===== src/rtl/rect_draw_pkg.sv =====
// Shared types and default geometry for the rectangle plotting engine.
package rect_draw_pkg;

  localparam int unsigned DEF_X_W        = 8;
  localparam int unsigned DEF_Y_W        = 7;
  localparam int unsigned DEF_COLOUR_W   = 3;
  localparam int unsigned DEF_SCREEN_W   = 160;
  localparam int unsigned DEF_SCREEN_H   = 120;
  localparam int unsigned DEF_FIFO_DEPTH = 4;

  typedef enum logic [1:0] {
    IDLE,
    LOAD,
    DRAW
  } state_t;

  // Command payload at the default resolution.
  typedef struct packed {
    logic [DEF_X_W-1:0]      x;
    logic [DEF_Y_W-1:0]      y;
    logic [DEF_X_W-1:0]      w;
    logic [DEF_Y_W-1:0]      h;
    logic [DEF_COLOUR_W-1:0] colour;
  } cmd_t;

endpackage


===== src/rtl/rect_draw_engine_if.sv =====
// Command queue handshake and pixel stream between the game datapath and vga_adapter.
interface rect_draw_engine_if
  import rect_draw_pkg::*;
#(
  parameter int unsigned X_W      = DEF_X_W,
  parameter int unsigned Y_W      = DEF_Y_W,
  parameter int unsigned COLOUR_W = DEF_COLOUR_W
);
  logic                cmd_valid;
  logic                cmd_ready;
  logic [X_W-1:0]      cmd_x;
  logic [Y_W-1:0]      cmd_y;
  logic [X_W-1:0]      cmd_w;
  logic [Y_W-1:0]      cmd_h;
  logic [COLOUR_W-1:0] cmd_colour;
  logic [X_W-1:0]      x_out;
  logic [Y_W-1:0]      y_out;
  logic [COLOUR_W-1:0] colour_out;
  logic                plot;
  logic                busy;
  logic                draw_done;

  modport master (
    output cmd_valid, cmd_x, cmd_y, cmd_w, cmd_h, cmd_colour,
    input  cmd_ready, x_out, y_out, colour_out, plot, busy, draw_done
  );

  modport slave (
    input  cmd_valid, cmd_x, cmd_y, cmd_w, cmd_h, cmd_colour,
    output cmd_ready, x_out, y_out, colour_out, plot, busy, draw_done
  );
endinterface


===== src/rtl/cmd_fifo.sv =====
// Synchronous command FIFO; depth must be a power of two so pointers wrap naturally.
module cmd_fifo
  import rect_draw_pkg::*;
#(
  parameter type         T     = cmd_t,
  parameter int unsigned DEPTH = DEF_FIFO_DEPTH
) (
  input  logic                     clk,
  input  logic                     reset,
  input  logic                     push,
  input  T                         din,
  input  logic                     pop,
  output T                         dout,
  output logic                     full,
  output logic                     empty,
  output logic [$clog2(DEPTH):0]   count
);
  localparam int unsigned PTR_W = $clog2(DEPTH);
  localparam int unsigned CNT_W = PTR_W + 1;

  T                 mem [DEPTH];
  logic [PTR_W-1:0] wr_ptr;
  logic [PTR_W-1:0] rd_ptr;
  logic [CNT_W-1:0] cnt;
  logic             do_push;
  logic             do_pop;

  assign do_push = push && !full;
  assign do_pop  = pop && !empty;
  assign full    = (cnt == CNT_W'(DEPTH));
  assign empty   = (cnt == '0);
  assign count   = cnt;
  assign dout    = mem[rd_ptr];

  // Storage carries no reset; validity is tracked by cnt.
  always_ff @(posedge clk) begin
    if (do_push) mem[wr_ptr] <= din;
  end

  always_ff @(posedge clk) begin
    if (reset) begin
      wr_ptr <= '0;
      rd_ptr <= '0;
      cnt    <= '0;
    end else begin
      if (do_push) wr_ptr <= wr_ptr + PTR_W'(1);
      if (do_pop)  rd_ptr <= rd_ptr + PTR_W'(1);
      case ({do_push, do_pop})
        2'b10:   cnt <= cnt + CNT_W'(1);
        2'b01:   cnt <= cnt - CNT_W'(1);
        default: cnt <= cnt;
      endcase
    end
  end
endmodule


===== src/rtl/rect_draw_engine.sv =====
// Queued filled-rectangle plotter: clips each command to the screen and emits one pixel per clock.
module rect_draw_engine
  import rect_draw_pkg::*;
#(
  parameter int unsigned X_W        = DEF_X_W,
  parameter int unsigned Y_W        = DEF_Y_W,
  parameter int unsigned COLOUR_W   = DEF_COLOUR_W,
  parameter int unsigned SCREEN_W   = DEF_SCREEN_W,
  parameter int unsigned SCREEN_H   = DEF_SCREEN_H,
  parameter int unsigned FIFO_DEPTH = DEF_FIFO_DEPTH
) (
  input logic              clk,
  input logic              reset,
  rect_draw_engine_if.slave bus
);
  localparam int unsigned CNT_W = $clog2(FIFO_DEPTH) + 1;
  localparam logic [X_W:0] X_LIM = (X_W+1)'(SCREEN_W);
  localparam logic [Y_W:0] Y_LIM = (Y_W+1)'(SCREEN_H);

  typedef struct packed {
    logic [X_W-1:0]      x;
    logic [Y_W-1:0]      y;
    logic [X_W-1:0]      w;
    logic [Y_W-1:0]      h;
    logic [COLOUR_W-1:0] colour;
  } rect_cmd_t;

  rect_cmd_t           fifo_din, fifo_dout;
  logic                fifo_push, fifo_pop, fifo_full, fifo_empty;
  logic [CNT_W-1:0]    fifo_count;

  state_t              state, state_next;
  rect_cmd_t           work, work_next;
  logic [X_W-1:0]      x_last, x_last_next;
  logic [Y_W-1:0]      y_last, y_last_next;
  logic [X_W-1:0]      x_q, x_next;
  logic [Y_W-1:0]      y_q, y_next;
  logic [COLOUR_W-1:0] colour_q, colour_next;
  logic                plot_q, plot_next;
  logic                done_q, done_next;

  logic [X_W:0]        x_ext, x_room, ew;
  logic [Y_W:0]        y_ext, y_room, eh;
  logic [X_W-1:0]      x_end;
  logic [Y_W-1:0]      y_end;
  logic                discard;
  logic                last_pixel;

  assign fifo_din = '{x: bus.cmd_x, y: bus.cmd_y, w: bus.cmd_w, h: bus.cmd_h,
                      colour: bus.cmd_colour};
  assign fifo_push = bus.cmd_valid && !fifo_full;

  cmd_fifo #(
    .T     (rect_cmd_t),
    .DEPTH (FIFO_DEPTH)
  ) u_cmd_fifo (
    .clk   (clk),
    .reset (reset),
    .push  (fifo_push),
    .din   (fifo_din),
    .pop   (fifo_pop),
    .dout  (fifo_dout),
    .full  (fifo_full),
    .empty (fifo_empty),
    .count (fifo_count)
  );

  // Extents are one bit wider than the fields so x+w cannot wrap.
  assign x_ext   = {1'b0, work.x};
  assign y_ext   = {1'b0, work.y};
  assign x_room  = X_LIM - x_ext;
  assign y_room  = Y_LIM - y_ext;
  assign ew      = ({1'b0, work.w} > x_room) ? x_room : {1'b0, work.w};
  assign eh      = ({1'b0, work.h} > y_room) ? y_room : {1'b0, work.h};
  assign x_end   = X_W'(x_ext + ew - (X_W+1)'(1));
  assign y_end   = Y_W'(y_ext + eh - (Y_W+1)'(1));
  assign discard = (x_ext >= X_LIM) || (y_ext >= Y_LIM) ||
                   (work.w == '0) || (work.h == '0);
  assign last_pixel = (x_q == x_last) && (y_q == y_last);

  always_comb begin
    state_next  = state;
    work_next   = work;
    x_last_next = x_last;
    y_last_next = y_last;
    x_next      = x_q;
    y_next      = y_q;
    colour_next = colour_q;
    plot_next   = 1'b0;
    done_next   = 1'b0;
    fifo_pop    = 1'b0;
    case (state)
      IDLE: begin
        if (!fifo_empty) begin
          fifo_pop   = 1'b1;
          work_next  = fifo_dout;
          state_next = LOAD;
        end
      end
      LOAD: begin
        if (discard) begin
          done_next  = 1'b1;
          state_next = IDLE;
        end else begin
          x_last_next = x_end;
          y_last_next = y_end;
          x_next      = work.x;
          y_next      = work.y;
          colour_next = work.colour;
          plot_next   = 1'b1;
          state_next  = DRAW;
        end
      end
      DRAW: begin
        if (last_pixel) begin
          done_next = 1'b1;
          if (!fifo_empty) begin
            fifo_pop   = 1'b1;
            work_next  = fifo_dout;
            state_next = LOAD;
          end else begin
            state_next = IDLE;
          end
        end else begin
          plot_next = 1'b1;
          if (x_q == x_last) begin
            x_next = work.x;
            y_next = y_q + Y_W'(1);
          end else begin
            x_next = x_q + X_W'(1);
          end
        end
      end
      default: state_next = IDLE;
    endcase
  end

  always_ff @(posedge clk) begin
    if (reset) begin
      state    <= IDLE;
      work     <= '0;
      x_last   <= '0;
      y_last   <= '0;
      x_q      <= '0;
      y_q      <= '0;
      colour_q <= '0;
      plot_q   <= 1'b0;
      done_q   <= 1'b0;
    end else begin
      state    <= state_next;
      work     <= work_next;
      x_last   <= x_last_next;
      y_last   <= y_last_next;
      x_q      <= x_next;
      y_q      <= y_next;
      colour_q <= colour_next;
      plot_q   <= plot_next;
      done_q   <= done_next;
    end
  end

  assign bus.cmd_ready  = !fifo_full;
  assign bus.x_out      = x_q;
  assign bus.y_out      = y_q;
  assign bus.colour_out = colour_q;
  assign bus.plot       = plot_q;
  assign bus.draw_done  = done_q;
  assign bus.busy       = (fifo_count != '0) || (state != IDLE);
endmodule


===== src/flat_wrapper.sv =====
// flat-port wrapper written by rule: the top's interface ports become plain ports
module rect_draw_engine_flat import rect_draw_pkg::*;
#(
  parameter int unsigned X_W        = DEF_X_W,
  parameter int unsigned Y_W        = DEF_Y_W,
  parameter int unsigned COLOUR_W   = DEF_COLOUR_W,
  parameter int unsigned SCREEN_W   = DEF_SCREEN_W,
  parameter int unsigned SCREEN_H   = DEF_SCREEN_H,
  parameter int unsigned FIFO_DEPTH = DEF_FIFO_DEPTH
)
  (clk, reset, bus_cmd_valid, bus_cmd_x, bus_cmd_y, bus_cmd_w, bus_cmd_h, bus_cmd_colour, bus_cmd_ready, bus_x_out, bus_y_out, bus_colour_out, bus_plot, bus_busy, bus_draw_done);
  rect_draw_engine_if #(.X_W(X_W), .Y_W(Y_W), .COLOUR_W(COLOUR_W)) bus_i ();
  input logic clk;
  input logic reset;
  input wire logic [$bits(bus_i.cmd_valid)-1:0] bus_cmd_valid;
  input wire logic [$bits(bus_i.cmd_x)-1:0] bus_cmd_x;
  input wire logic [$bits(bus_i.cmd_y)-1:0] bus_cmd_y;
  input wire logic [$bits(bus_i.cmd_w)-1:0] bus_cmd_w;
  input wire logic [$bits(bus_i.cmd_h)-1:0] bus_cmd_h;
  input wire logic [$bits(bus_i.cmd_colour)-1:0] bus_cmd_colour;
  output wire logic [$bits(bus_i.cmd_ready)-1:0] bus_cmd_ready;
  output wire logic [$bits(bus_i.x_out)-1:0] bus_x_out;
  output wire logic [$bits(bus_i.y_out)-1:0] bus_y_out;
  output wire logic [$bits(bus_i.colour_out)-1:0] bus_colour_out;
  output wire logic [$bits(bus_i.plot)-1:0] bus_plot;
  output wire logic [$bits(bus_i.busy)-1:0] bus_busy;
  output wire logic [$bits(bus_i.draw_done)-1:0] bus_draw_done;
  assign bus_i.cmd_valid = bus_cmd_valid;
  assign bus_i.cmd_x = bus_cmd_x;
  assign bus_i.cmd_y = bus_cmd_y;
  assign bus_i.cmd_w = bus_cmd_w;
  assign bus_i.cmd_h = bus_cmd_h;
  assign bus_i.cmd_colour = bus_cmd_colour;
  assign bus_cmd_ready = bus_i.cmd_ready;
  assign bus_x_out = bus_i.x_out;
  assign bus_y_out = bus_i.y_out;
  assign bus_colour_out = bus_i.colour_out;
  assign bus_plot = bus_i.plot;
  assign bus_busy = bus_i.busy;
  assign bus_draw_done = bus_i.draw_done;
  rect_draw_engine #(.X_W(X_W), .Y_W(Y_W), .COLOUR_W(COLOUR_W), .SCREEN_W(SCREEN_W), .SCREEN_H(SCREEN_H), .FIFO_DEPTH(FIFO_DEPTH)) u_core (.clk(clk), .reset(reset), .bus(bus_i));
endmodule

===== config.mk =====
export PLATFORM = sky130hd
export DESIGN_NAME = rect_draw_engine_flat
export DESIGN_NICKNAME = d
export VERILOG_FILES = /design/src/rtl/rect_draw_pkg.sv /design/src/rtl/rect_draw_engine_if.sv /design/src/rtl/cmd_fifo.sv /design/src/rtl/rect_draw_engine.sv /design/src/flat_wrapper.sv
export SDC_FILE = /design/constraint.sdc
export NUM_CORES = 1
export LEC_CHECK = 0
export BUFFER_PORTS_ARGS = -buffer_cell sky130_fd_sc_hd__buf_2
export CAP_MARGIN = 5
export CORE_AREA = 5 5 116 173
export CTS_CLUSTER_SIZE = 8
export DETAILED_ROUTE_END_ITERATION = 12
export DIE_AREA = 0 0 121 178
export PLACE_DENSITY = 0.77
export SYNTH_ARGS = -nofsm -noshare
export SYNTH_HDL_FRONTEND = slang
export SYNTH_SLANG_ARGS = --single-unit

===== constraint.sdc =====
create_clock -name clk -period 4.8 [get_ports clk]
set_input_delay 0.48 -clock clk [delete_from_list [all_inputs] [get_ports clk]]
set_output_delay 0.48 -clock clk [all_outputs]
set_load 0.05 [all_outputs]

* After elaboration in Yosys (flattened, before gate mapping)
Memory sizes are Yosys's and may differ from the RTL's. A register that Yosys moved wholly into a read port is not among the register bits.
Cells that the tools add are included.
** Word-level totals
- Memories kept :: 1
- Memory bits (writable) :: 132
- Word-level logic and storage cells :: 102
- Bits in registers :: 77
- Output and inout bits :: 22
- Input port bits :: 36
** Memory list
- u_core.u_cmd_fifo.mem :: words 4, bits a word 33, rd ports 1, clocked after memory_dff 1, write ports 1, line cmd_fifo.sv:21 : T mem [DEPTH];
** Operators by class
- Add/sub/neg operators :: 12
- Bitwise logic cells :: 1
- Magnitude comparators :: 4
- Mux-type cells :: 32
- Reduce and logical (&&, ||, !) cells :: 24
- Equal/unequal tests :: 12
** Operators by type and width (number)
- $mux 33 :: 2
- $pmux 33 s2 :: 1
- $mux 8 :: 4
- $mux 7 :: 4
- $pmux 8 s2 :: 1
- $pmux 7 s2 :: 1
- $mux 2 :: 5
- $gt 8x9->1 :: 1
- $mux 1 :: 9
- $sub 8x8->9 const A :: 1
- $add 8x1->8 const B :: 1
- $add 8x8->8 :: 1
- $eq 8x8->1 :: 1
- $ge 8x8->1 const B :: 1
- $gt 7x8->1 :: 1
- $logic_not 8->1 :: 1
- $reduce_bool 2->1 :: 4
- $sub 7x7->8 const A :: 1
- $sub 8x1->8 const B :: 1
- $add 7x1->7 const B :: 1
- $add 7x7->7 :: 1
- $eq 7x7->1 :: 1
- $ge 7x7->1 const B :: 1
- $logic_not 7->1 :: 1
- 22 further kinds :: 39

* Depth between registers and ports, before layout
- Word-level depth :: 7
- Mapped depth :: 24
- Gate-level depth less buffers :: 23

* Modules after synthesis
Synthesis repeated with hierarchy kept, for this count alone.
** Unflattened totals
- Cell total of the unflattened synthesis :: 839
- Area total of the unflattened synthesis :: 10291.1 um2
** Modules (own cells, without submodules)
- cmd_fifo :: instances 1, cells each 227, area each 5296.3 um2, seq. area each 4144.0 um2
- rect_draw_engine :: instances 1, cells each 612, area each 4994.8 um2, seq. area each 1401.3 um2

* Worst setup path after synthesis
OpenSTA, ideal clock, no wires.
- Kind :: reg2reg
- Start :: register u_core.work[25] in the netlist's numbering
- End :: register u_core.x_last[7]
- Slack :: 194 ps
- Library setup time :: 86 ps
- Data required time :: 4714 ps
- Arrival time :: 4521 ps
- Path buffers :: 1
- Cell stages (with the launch flop) :: 25
- Clock period less this slack :: 4606 ps
- Cell sequence :: dfxtp_1 inv_1 ha_1 a31oi_1 xnor2_1 ha_1 a211oi_1 o221ai_1 o211ai_1 a21o_1 buf_1 nor2_1 a21oi_1 ha_1 inv_1 ha_1 inv_1 fa_1 nor2b_1 nor3_1 o21bai_1 a21oi_1 xnor2_1 xnor2_1 a211oi_1
** On the way
- Word-level cells in the longest chain between the ends :: 6
- Elaborated cells between the ends (all ways) :: 11
- Those cells by class :: add/sub (3); order compare (2); mux (1); bitwise (1); reduce/logical (4)
** RTL lines
- start: declaration :: line rect_draw_engine.sv:33 : rect_cmd_t work, work_next;
- start signal: assignment :: line rect_draw_engine.sv:151 : work <= work_next;
- parallel branches: the longest is 6 deep, another holds $sub 8x8->9
- end signal: assignment :: line rect_draw_engine.sv:152 : x_last <= x_last_next;
- end: declaration :: line rect_draw_engine.sv:34 : logic [X_W-1:0] x_last, x_last_next;
Parallel ways; which one is timed is not known.
A chain may end at the register's enable or synchronous reset.

* Worst setup path after layout
- Start :: register u_core.work[26] in the netlist's numbering
- End :: register u_core.x_last[7]
The elaborated chain is that of the path after synthesis.

==> report_table.html <==
<table>
<tr><th>Metric</th><th>Value</th></tr>
<tr><th colspan="2">Run status</th></tr>
<tr><td>Outcome</td><td>finished, final reports clean</td></tr>
<tr><th colspan="2">Timing</th></tr>
<tr><td>Highest clock frequency the design can meet</td><td>0.218 GHz</td></tr>
<tr><td>Worst rel slew slack</td><td>29.1%</td></tr>
<tr><td>Worst hold slack</td><td>0.158 ns</td></tr>
<tr><td>Final Worst Setup Slack</td><td>0.222 ns</td></tr>
<tr><td>Fin. Hold Viols</td><td>0</td></tr>
<tr><td>Total Negative Setup Slacks</td><td>0 ns</td></tr>
<tr><td>Maximum clock skew at final layout</td><td>0.0156 ns</td></tr>
<tr><td>Total of endpoints with negative setup slack in the final report</td><td>0</td></tr>
<tr><td>Tmin final</td><td>4.58 ns</td></tr>
<tr><td>Share of the clock period used by the worst path</td><td>95.4%</td></tr>
<tr><td>Max-slew violation total from the final report</td><td>0</td></tr>
<tr><td>Transition time at the pin with the least slew margin</td><td>1.06 ns</td></tr>
<tr><th colspan="2">Die</th></tr>
<tr><td>IO Pins</td><td>58</td></tr>
<tr><td>Row Count</td><td>61</td></tr>
<tr><td>DIE HEIGHT</td><td>178 um</td></tr>
<tr><td>Die Wd</td><td>121 um</td></tr>
<tr><td>Starting density of the core</td><td>53.6%</td></tr>
<tr><td>Die Outline Area</td><td>21,500 um2</td></tr>
<tr><td>Placeable core region</td><td>18,400 um2</td></tr>
<tr><th colspan="2">Power</th></tr>
<tr><td>Total power</td><td>8.78 mW</td></tr>
<tr><td>Worst IR Drop VDD</td><td>341 uV</td></tr>
<tr><td>PD cells</td><td>774 nW/um2</td></tr>
<tr><td>Leak</td><td>4.24 nW</td></tr>
<tr><th colspan="2">Logic synthesis</th></tr>
<tr><td>Number of warnings printed during yosys synthesis</td><td>0</td></tr>
<tr><td>Average instance area after synthesis</td><td>12.6 um2</td></tr>
<tr><td>Number of distinct standard cells referenced by the synthesized netlist</td><td>58</td></tr>
<tr><td>Number of synthesized flops with an enable pin</td><td>132</td></tr>
<tr><td>Mapped Area</td><td>9870 um2</td></tr>
<tr><td>Biggest area contributors in the synthesized netlist</td><td>edfxtp_1, dfxtp_1, mux4_2, ha_1, mux2i_1</td></tr>
<tr><td>Synth Register Bits</td><td>211</td></tr>
<tr><td>Synthesized instance count</td><td>785</td></tr>
<tr><td>Post-synth net total</td><td>876</td></tr>
<tr><td>Portion of the post-synthesis area used by sequential elements</td><td>56.2%</td></tr>
<tr><td>Leading register cell type out of synthesis</td><td>edfxtp_1</td></tr>
<tr><td>Share of Yosys cell area claimed by the top area cell type</td><td>40.2%</td></tr>
<tr><td>Async set-reset flop share out of synthesis</td><td>0%</td></tr>
<tr><td>Top cell type by total area after synthesis</td><td>edfxtp_1</td></tr>
<tr><th colspan="2">GRT</th></tr>
<tr><td>Total global routing track utilization</td><td>18.5%</td></tr>
<tr><td>Number of global-route vias before repair</td><td>6,375</td></tr>
<tr><td>Antenna violations before repair</td><td>0</td></tr>
<tr><td>Pin count of the biggest net entering global routing</td><td>49</td></tr>
<tr><td>Global-route wire length before repair</td><td>31.9 mm</td></tr>
<tr><td>Remaining global-route overflow</td><td>0</td></tr>
<tr><th colspan="2">Clock tree</th></tr>
<tr><td>Clock Tree Buf Depth</td><td>3</td></tr>
<tr><td>CTS root buf</td><td>clkbuf_16</td></tr>
<tr><td>Clock latency reported for the late side of the worst-skew pair</td><td>0.54 ns</td></tr>
<tr><td>Number of CTS-inserted buffers</td><td>30</td></tr>
<tr><td>Clock slew at reported path FFs</td><td>0.06 ns</td></tr>
<tr><td>Number of buffers inserted for hold repair after clock tree synthesis</td><td>0</td></tr>
<tr><td>Number of clock sinks</td><td>211</td></tr>
<tr><td>TritonCTS clock tree</td><td>yes</td></tr>
<tr><td>Number of H-tree branching levels</td><td>1</td></tr>
<tr><th colspan="2">Placement</th></tr>
<tr><td>DP HPWL</td><td>13.4 mm</td></tr>
<tr><td>Total instance count after detailed placement</td><td>1,076</td></tr>
<tr><td>IO buf count</td><td>57</td></tr>
<tr><td>Placement Setup Slack</td><td>0.121 ns</td></tr>
<tr><td>DP Area</td><td>10,400 um2</td></tr>
<tr><td>Gpl congestion</td><td>0.925</td></tr>
<tr><th colspan="2">Routing</th></tr>
<tr><td>Total wire length</td><td>19.6 mm</td></tr>
<tr><td>Post-detailed-route wirelength per cell</td><td>17.3 um</td></tr>
<tr><td>DRC violation count after routing</td><td>0</td></tr>
<tr><td>Vias per cell</td><td>5.49</td></tr>
<tr><td>ANT nets after route</td><td>0</td></tr>
<tr><td>DR iter-0 viols</td><td>378</td></tr>
<tr><td>Pre-Repair DR Iteration Count</td><td>4</td></tr>
<tr><td>Total via count after detailed routing</td><td>6,203</td></tr>
<tr><th colspan="2">Worst setup path</th></tr>
<tr><td>Worst setup SP type</td><td>flip-flop</td></tr>
<tr><td>CP max FO</td><td>10</td></tr>
<tr><td>Crit. End Element</td><td>flip-flop</td></tr>
<tr><td>Critical path required time</td><td>5.25 ns</td></tr>
<tr><td>Critical setup path kind</td><td>flip-flop to flip-flop</td></tr>
<tr><td>Reg-to-reg slack, setup</td><td>0.22 ns</td></tr>
<tr><td>Crit path DAT</td><td>5.03 ns</td></tr>
<tr><th colspan="2">Final layout</th></tr>
<tr><td>Area Overhead vs Synth</td><td>15.0%</td></tr>
<tr><td>Area taken by multi-input logic gates</td><td>3960 um2</td></tr>
<tr><td>Fraction of layout cells with a size suffix above 1</td><td>18.5%</td></tr>
<tr><td>Layout Utilization</td><td>61.7%</td></tr>
<tr><td>Sequential standard cell area</td><td>5550 um2</td></tr>
<tr><td>Antenna diode instance count</td><td>0</td></tr>
<tr><td>Fill cells</td><td>1,439</td></tr>
<tr><td>Finished Layout Cells</td><td>1,130</td></tr>
<tr><td>Post-Layout Inst Area</td><td>11,300 um2</td></tr>
<tr><td>Nets</td><td>949</td></tr>
<tr><th colspan="2">Worst hold path</th></tr>
<tr><td>Worst min-delay path class</td><td>primary input to flip-flop</td></tr>
<tr><th colspan="2">Flow run</th></tr>
<tr><td># Max-Cap Violations</td><td>0</td></tr>
</table>
==> power by group <==
group	leakage [nW]	total [mW]	switching, mW	internal, mW
sequential	1.86	2.63	0.334	2.30
clock	0.413	1.91	0.723	1.19
combinational	1.97	4.24	2.37	1.87
==> final timing paths <==
kind / start / endpoint / cells past startpoint
max: u_core.work[26]$_SDFFE_PP0P_ / u_core.x_last[7]$_SDFFE_PP0P_ / 21
min: bus_cmd_h[2] / u_core.u_cmd_fifo.mem[1][5]$_DFFE_PP_ / 1
max reg2reg: u_core.work[26]$_SDFFE_PP0P_ / u_core.x_last[7]$_SDFFE_PP0P_ / 21
min reg2reg: u_core.bus.colour_out[0]$_SDFFE_PP0P_ / u_core.bus.colour_out[0]$_SDFFE_PP0P_ / 2
==> layout make-up <==
cell class                 instances  area share [%]
clock inverter                     1           0.143
inverter                          61            2.02
tap                              252            2.78
multi-input combinational        479            34.9
clock buffer                      51            7.50
timing repair buffer              75            3.71
sequential                       211            48.9
==> cell usage in the layout, fill, tap and decap left out, types with 4 or more instances in the layout <==
cell type / Yosys / routed
edfxtp_1: 132 / 132
nor2_1: 86 / 86
dfxtp_1: 79 / 77
inv_1: 60 / 60
buf_2: 1 / 57
ha_1: 52 / 52
mux2i_1: 45 / 45
nand2_1: 42 / 42
a21oi_1: 42 / 42
mux4_2: 33 / 33
clkbuf_16: 0 / 31
xnor2_1: 27 / 27
clkbuf_1: 24 / 20
buf_4: 1 / 18
o21ai_0: 13 / 12
nor3_1: 12 / 12
nand3_1: 10 / 10
a211oi_1: 11 / 9
xor2_1: 9 / 9
nand4_1: 9 / 9
and3_1: 7 / 7
o31ai_1: 5 / 5
nor2b_1: 6 / 5
or4_1: 5 / 5
a31oi_1: 5 / 4
o32ai_1: 4 / 4
o21bai_1: 4 / 4
mux2_2: 4 / 4
==> synth_stat cells (all sizes together), types with 4 or more instances <==
| cell | number |
|---|---|
| xor2 | 9 |
| dfxtp | 79 |
| edfxtp | 132 |
| nor2b | 6 |
| or4 | 6 |
| o32ai | 4 |
| nor3 | 12 |
| nor2 | 87 |
| and3 | 7 |
| mux2i | 45 |
| inv | 60 |
| nand2 | 43 |
| nand3 | 10 |
| mux4 | 33 |
| clkbuf | 24 |
| a211oi | 11 |
| buf | 10 |
| o21bai | 4 |
| ha | 52 |
| o21ai | 13 |
| a31oi | 7 |
| o31ai | 5 |
| a21oi | 43 |
| mux2 | 4 |
| xnor2 | 27 |
| nand4 | 9 |
==> cells by family after synthesis <==
group	Yosys count	synth area share [%]
DFF	211	56.2
adders and majority gates	55	7.20
muxes	82	12.6
AOI/OAI and AO/OA	111	7.81
and+or+nand+nor	195	9.13
buffers and inverters	95	3.89
xor gates and xnor gates	36	3.20
==> metal layers <==
metal | up-vias | global-route usage, % | part of all wire (%)
met1 | 3011 | 21.4 | 40
met2 | 135 | 34.0 | 52
met4 | 0 | 6.81 | 3.0
met3 | 45 | 3.17 | 4.6
li1 | 3012 | - | -
met5 | - | 0 | 0
==> what timing repair did <==
item / CTS / global route
resized for setup: 0 / 6
endpoints found under the setup margin: 0 / 2
buffers inserted: 0 / 2
==> sequential cells by signal, summed over array words and instances (netlist names), named ones only <==
name and flops:
u_core.bus.x_out 8, u_core.bus.plot 1, u_core.u_cmd_fifo.mem 132, u_core.bus.y_out 7, u_core.u_cmd_fifo.count 3, u_core.bus.draw_done 1, u_core.y_last 7, u_core.state 2
u_core.u_cmd_fifo.rd_ptr 2, u_core.x_last 8, u_core.bus.colour_out 3, u_core.work 33, u_core.u_cmd_fifo.wr_ptr 2
==> worst max-delay path: stages (launching register included) <==
cell and delay [ns]:
dfxtp_1 0.34, or4_4 0.56, o21a_1 0.21, nor2_2 0.16
xnor2_1 0.09, ha_1 0.23, a211oi_2 0.24, o221ai_1 0.15
o211ai_1 0.24, a21o_1 0.19, buf_4 0.19, nor2_1 0.05
a21oi_1 0.13, ha_1 0.28, fa_1 0.47, nor2b_2 0.16
nor3_1 0.07, o21bai_1 0.14, a21oi_1 0.09, xnor2_1 0.18
xnor2_1 0.10, a211oi_2 0.21
(Power assumes the default switching activity.)
